===== src/rtl/skid_pipe_reg.sv =====
// Generic valid/ready pipeline stage with a 2-entry (main + skid) buffer and a registered in_ready_o.
// Optional saturating stall/drop counters are enabled by defining SKID_PIPE_PERF_EN.
module skid_pipe_reg #(
  parameter int                DATA_W  = 64,
  parameter logic [DATA_W-1:0] NOP_VAL = {DATA_W{1'b0}}
`ifdef SKID_PIPE_PERF_EN
  ,
  parameter int                CNT_W   = 32
`endif
) (
  input  logic              clk_i,
  input  logic              rst,
  input  logic              in_valid_i,
  output logic              in_ready_o,
  input  logic [DATA_W-1:0] in_data_i,
  input  logic              flush_i,
  output logic              out_valid_o,
  output logic [DATA_W-1:0] out_data_o,
  input  logic              out_ready_i
`ifdef SKID_PIPE_PERF_EN
  ,
  output logic [CNT_W-1:0]  perf_stall_cnt_o,
  output logic [CNT_W-1:0]  perf_drop_cnt_o
`endif
);

  // Encoding is {main_v, skid_v}; 2'b01 cannot be reached.
  typedef enum logic [1:0] {
    EMPTY = 2'b00,
    FULL  = 2'b10,
    SKID  = 2'b11
  } state_e;

  state_e            state_q, state_d;
  logic [DATA_W-1:0] main_q, main_d;
  logic [DATA_W-1:0] skid_q, skid_d;
  logic              rdy_q, rdy_d;
  logic              in_fire, out_fire;

  assign in_fire     = in_valid_i & rdy_q;
  assign out_fire    = state_q[1] & out_ready_i;
  assign in_ready_o  = rdy_q;
  assign out_valid_o = state_q[1];
  assign out_data_o  = main_q;

  always_comb begin
    state_d = state_q;
    main_d  = main_q;
    skid_d  = skid_q;
    if (flush_i) begin
      state_d = EMPTY;
      main_d  = NOP_VAL;
      skid_d  = NOP_VAL;
    end else begin
      unique case (state_q)
        EMPTY: begin
          if (in_fire) begin
            state_d = FULL;
            main_d  = in_data_i;
          end
        end
        FULL: begin
          if (in_fire && out_fire) begin
            main_d = in_data_i;
          end else if (in_fire) begin
            state_d = SKID;
            skid_d  = in_data_i;
          end else if (out_fire) begin
            state_d = EMPTY;
            main_d  = NOP_VAL;
          end
        end
        SKID: begin
          if (out_fire) begin
            state_d = FULL;
            main_d  = skid_q;
            skid_d  = NOP_VAL;
          end
        end
        default: begin
          state_d = EMPTY;
          main_d  = NOP_VAL;
          skid_d  = NOP_VAL;
        end
      endcase
    end
    // Ready is precomputed for next cycle so the stall path toward upstream is a flop.
    rdy_d = ~state_d[0];
  end

  always_ff @(posedge clk_i) begin
    if (rst) begin
      state_q <= EMPTY;
      main_q  <= NOP_VAL;
      skid_q  <= NOP_VAL;
      rdy_q   <= 1'b1;
    end else begin
      state_q <= state_d;
      main_q  <= main_d;
      skid_q  <= skid_d;
      rdy_q   <= rdy_d;
    end
  end

`ifdef SKID_PIPE_PERF_EN
  logic [CNT_W-1:0] stall_cnt_q, stall_cnt_d;
  logic [CNT_W-1:0] drop_cnt_q, drop_cnt_d;
  logic [1:0]       stall_inc, drop_inc;

  function automatic logic [CNT_W-1:0] sat_add(input logic [CNT_W-1:0] a, input logic [1:0] inc);
    logic [CNT_W:0] s;
    s = {1'b0, a} + {{(CNT_W - 1){1'b0}}, inc};
    return s[CNT_W] ? {CNT_W{1'b1}} : s[CNT_W-1:0];
  endfunction

  always_comb begin
    stall_inc   = {1'b0, state_q[1] & ~out_ready_i & ~flush_i};
    drop_inc    = flush_i ? ({1'b0, state_q[1]} + {1'b0, state_q[0]} + {1'b0, in_fire}) : 2'd0;
    stall_cnt_d = sat_add(stall_cnt_q, stall_inc);
    drop_cnt_d  = sat_add(drop_cnt_q, drop_inc);
  end

  always_ff @(posedge clk_i) begin
    if (rst) begin
      stall_cnt_q <= '0;
      drop_cnt_q  <= '0;
    end else begin
      stall_cnt_q <= stall_cnt_d;
      drop_cnt_q  <= drop_cnt_d;
    end
  end

  assign perf_stall_cnt_o = stall_cnt_q;
  assign perf_drop_cnt_o  = drop_cnt_q;
`endif

endmodule


===== config.mk =====
export PLATFORM = sky130hd
export DESIGN_NAME = skid_pipe_reg
export DESIGN_NICKNAME = d
export VERILOG_FILES = /design/src/rtl/skid_pipe_reg.sv
export SDC_FILE = /design/constraint.sdc
export NUM_CORES = 1
export LEC_CHECK = 0
export ABC_AREA = 1
export ABC_CLOCK_PERIOD_IN_PS = 1730
export CELL_PAD_IN_SITES_DETAIL_PLACEMENT = 1
export CELL_PAD_IN_SITES_GLOBAL_PLACEMENT = 1
export CORE_MARGIN = 2
export CORE_UTILIZATION = 37
export CTS_BUF_LIST = sky130_fd_sc_hd__clkbuf_2
export CTS_CLUSTER_SIZE = 16
export DETAILED_ROUTE_END_ITERATION = 7
export GPL_TIMING_DRIVEN = 0
export PLACE_DENSITY = 0.89
export SYNTH_ARGS = -nofsm -noshare
export SYNTH_HDL_FRONTEND = slang
export SYNTH_SLANG_ARGS = --single-unit

===== constraint.sdc =====
create_clock -name clk_i -period 1.73 [get_ports clk_i]
set_input_delay 0.2595 -clock clk_i [delete_from_list [all_inputs] [get_ports clk_i]]
set_output_delay 0.2595 -clock clk_i [all_outputs]
set_load 0.02 [all_outputs]

* Yosys cells after proc, flatten, opt, wreduce, memory -nomap -nowiden
Index checks and enable logic that the tools add are counted.
Operators by class: muxes and demuxes 15, reduce and logical (&&, ||, !) cells 6, equal/unequal tests 9, bitwise operators 4
Operator list (number):
- two-way mux 64 bit | 6
- one-hot mux 64 bit (3 select lines) | 2
- AND reduction 4 bit | 3
- two-way mux 2 bit | 5
- != test 3 bit, second input constant | 3
- != test 2 bit, second input constant | 4
- one-hot mux 2 bit (3 select lines) | 1
- equality test 2 bit, second input constant | 2
- AND 1 bit | 2
- zero test 2 bit | 1
- NOT 1 bit | 2
- OR reduction 2 bit | 1
- logical AND 1 bit | 1
- two-way mux 1 bit | 1
Storage, ports and cells: flip-flop bits (word level) 131, output and inout bits 66

* Logic depth before layout (Yosys ltp)
depth in word-level cells 7, mapped depth 10

* Worst setup path before layout
No wires, ideal clock.
kind register to register, from register state_q[1], to register skid_q[10], slack 0.315 ns, path buffers 3, period minus slack after synthesis 1.415 ns, data required time 1.598 ns, stages on the path, launching flop included 9, arrival time 1.283 ns, path through dfxtp_1 > buf_2 > inv_1 > nor2_1 > nand2_1 > buf_2 > buf_2 > nand4_1 > a21oi_1
Between the ends: word-level cells in the longest chain between the ends 4
Ends and longest elaborated chain:
- from (decl) | RTL line 34 | state_e state_q, state_d;
- from (signal assigned) | RTL line 98 | state_q <= state_d;
- AND 1 bit | RTL line 41 | assign out_fire = state_q[1] & out_ready_i;
- logical AND 1 bit | RTL line 63 | if (in_fire && out_fire) begin
- != test 2 bit (no source line)
- AND reduction 4 bit (no source line)
- to (signal assigned) | RTL line 100 | skid_q <= skid_d;
- to (decl) | RTL line 36 | logic [DATA_W-1:0] skid_q, skid_d;
Parallel ways exist; a longest one is shown, timed or not. A chain may end at the register's enable or synchronous reset.

* Final worst setup path
from register main_q[18], in the netlist out_data_o[18], to output out_data_o[18]
RTL lines:
- from (decl) | RTL line 35 | logic [DATA_W-1:0] main_q, main_d;
- from (signal assigned) | RTL line 99 | main_q <= main_d;
- to (decl) | RTL line 18 | output logic [DATA_W-1:0] out_data_o,
No word-level cell between the ends.

==> results_dict.tcl <==
set metrics [dict create \
    grt_pass1_wl_um 39760 \
    slowest_delay_ns 0.37 \
    slew_violations 0 \
    critPathMaxFanout 2 \
    area_growth_pct 25.95 \
    crit_buf_inv 1 \
    grt_pass1_vias 8112 \
    fp.dieH_um 141.5 \
    arrival_ns 1.42 \
    groute.usage.overall_pct 24.64 \
    cts_max_path_buffers 2 \
    overflow 0 \
    synth_fp_nets 1207 \
    fin_worst_skew_ns 0.02416 \
    grt_max_degree 17 \
    portBuffers 134 \
    wirelength_um 23930 \
    crit_path_start_kind "flip-flop" \
    cts-htree-levels 4 \
    hold_viol 0 \
    rr_worst_depth 8 \
    cts_sinks 131 \
    final_cell_mix "454 x nand2_1, 134 x inv_1, 128 x a21oi_1, 119 x dfxtp_1, 71 x clkbuf_2" \
    fin_nets 1365 \
    cts_tree "yes" \
    gp_congestion 0.7921 \
    cts_made_buffers 17 \
    synth-seq-area-share_pct 37.51 \
    utilization_pct 47.23 \
    die_w_um 141.5 \
    crit_slowest_cell "dfxtp_1" \
    clkLatencyLatePin_ns 0.75 \
    hold_class "in2reg" \
    core-area_um2 18640 \
    end_kind "primary output" \
    critPathTopFamily "flip-flops" \
    synth_area_um2 6992 \
    holdBufCountCts 0 \
    synth_warnings 0 \
    clk_pin_slew_ns 0.19 \
    min_path_cells 4 \
    final_common_cell "nand2_1" \
    antenna_left 0 \
    dp_hpwl_um 17030 \
    start_util_pct 37.50 \
    outcome "finished, final reports clean" \
    rows 50 \
    max_freq_mhz 595.5 \
    vias_per_cell 5.047 \
    drcViolationCount 0 \
    synth.distinct_cells 18 \
    rr_startpoint "state_q[1]" \
    drt-wirelength-per-cell_um 15.51 \
    crit_type "reg2out" \
    report.power.total_uw 6019 \
    power.leakage_uw 0.004089 \
    cp.required_ns 1.47 \
    fin_crit_sh_pct 97.07 \
    hold_end "state_q[1]" \
    crit_path_cell_trace "clkdlybuf4s15_2" \
    drive_above_1_share_pct 14.31 \
    fin_crit_ns 1.679 \
    setup_violations 0 \
    hp-start "rst" \
    dr.pass1.iters 5 \
    antenna_found_initial 1 \
    drt_iter0_drc 445 \
    peakVddDrop_uv 329.2 \
    die-area_um2 20010 \
    syn_avg_cell_area_um2 6.144 \
    vias 7787 \
    root_buffer "clkbuf_2" \
    r2r-end "skid_q[5]" \
    worst_slew_pin_slew_ns 0.6446 \
    synth_cells 1138 \
    io_pins 135 \
    drv_cap 0 \
    r2r_setup_slack_ns 0.10 \
    slew_headroom_pct 57.03 \
    synth-seq-cells 131 \
    power_density_nw_per_um2 683.5 \
]
-- stage by stage --
| stage | hold WS, ns | cell area, µm² | TNS [ns] | std cells | worst slack (ns) |
|---|---|---|---|---|---|
| 6_report | 0.1800 | 8806 | 0 | 1543 | 0.05075 |
| 5_1_grt | 0.1805 | 8806 | -0.1386 | 1543 | -0.02228 |
| 4_1_cts | 0.1541 | 8880 | -0.004990 | 1540 | -0.004990 |
| 2_1_floorplan | 0.4303 | 6992 | 0 | 1138 | 0.3148 |
| 3_3_place_gp | 0.4527 | 8626 | -37.76 | 1506 | -0.4105 |
| 3_5_place_dp | 0.4571 | 8626 | -41.71 | 1506 | -0.4830 |
-- what timing repair did --
action,CTS,global route
endpoints found under the setup margin,78,177
setup buffers,4,1
resized for setup,146,113
pin swaps,0,1
-- power by group --
group          leakage [µW]  switching [µW]  internal [µW]
sequential          0.00107            32.1           3080
clock              0.000129            1170            632
combinational       0.00289             672            433
total               0.00409            1870           4150
-- area by class of cell --
type / instances / area (µm²)
fillers: 2565 / 9837
clock buffers: 20 / 100.1
diodes: 2 / 5.005
multi-input cells: 784 / 3390
plain buffers: 88 / 576.8
well taps: 234 / 292.8
flip-flops and latches: 131 / 2638
inverters: 135 / 506.7
repair buffers: 139 / 1205
clock inverters: 10 / 92.59
-- layer usage --
metal	vias up	track usage (%)	wire, µm
met5	-	0	0
met4	0	7.579	449
met3	29	4.252	1079
met2	187	43.33	11770
met1	3696	30.81	10630
li1	3875	-	-
-- worst max-delay path by stage --
stage	startpoint	endpoint	slack [ns]	cells after the start
finish	out_data_o[18]	out_data_o[18]	0.05	1
global route	state_q[1]	out_data_o[34]	-0.02	9
CTS	state_q[1]	out_data_o[63]	-0.005	8
detailed placement	flush_i	out_data_o[43]	-0.48	6
global placement	flush_i	skid_q[2]	-0.41	6
floorplan	state_q[1]	skid_q[10]	0.31	8
-- logic make-up after synthesis --
| logic type | after synthesis | share of synthesized area, % |
|---|---|---|
| and+or+nand+nor | 653 | 38.74 |
| buffers and inverters | 223 | 14.37 |
| DFF | 131 | 37.51 |
| AOI/OAI and AO/OA | 131 | 9.377 |
-- Yosys cell counts --
library cell | instances | area share, %
clkbuf_1 | 21 | 1.1
buf_2 | 50 | 3.6
inv_1 | 134 | 7.2
nor2_1 | 67 | 3.6
nor3_1 | 1 | 0.072
buf_6 | 12 | 1.9
buf_1 | 1 | 0.054
nand3_1 | 64 | 4.6
buf_4 | 4 | 0.43
o21ai_0 | 1 | 0.072
nand2_2 | 1 | 0.090
nand4_1 | 64 | 5.7
a21oi_1 | 130 | 9.3
inv_2 | 1 | 0.054
nor2_4 | 1 | 0.16
nand3_2 | 1 | 0.14
nand2_1 | 454 | 24
dfxtp_1 | 131 | 38
-- state kept, by name (all words and copies together) (netlist names) --
| register | cells |
|---|---|
| state_q | 2 |
| in_ready_o | 1 |
| out_data_o | 64 |
| skid_q | 64 |
Power figures use the tool's default switching activity.
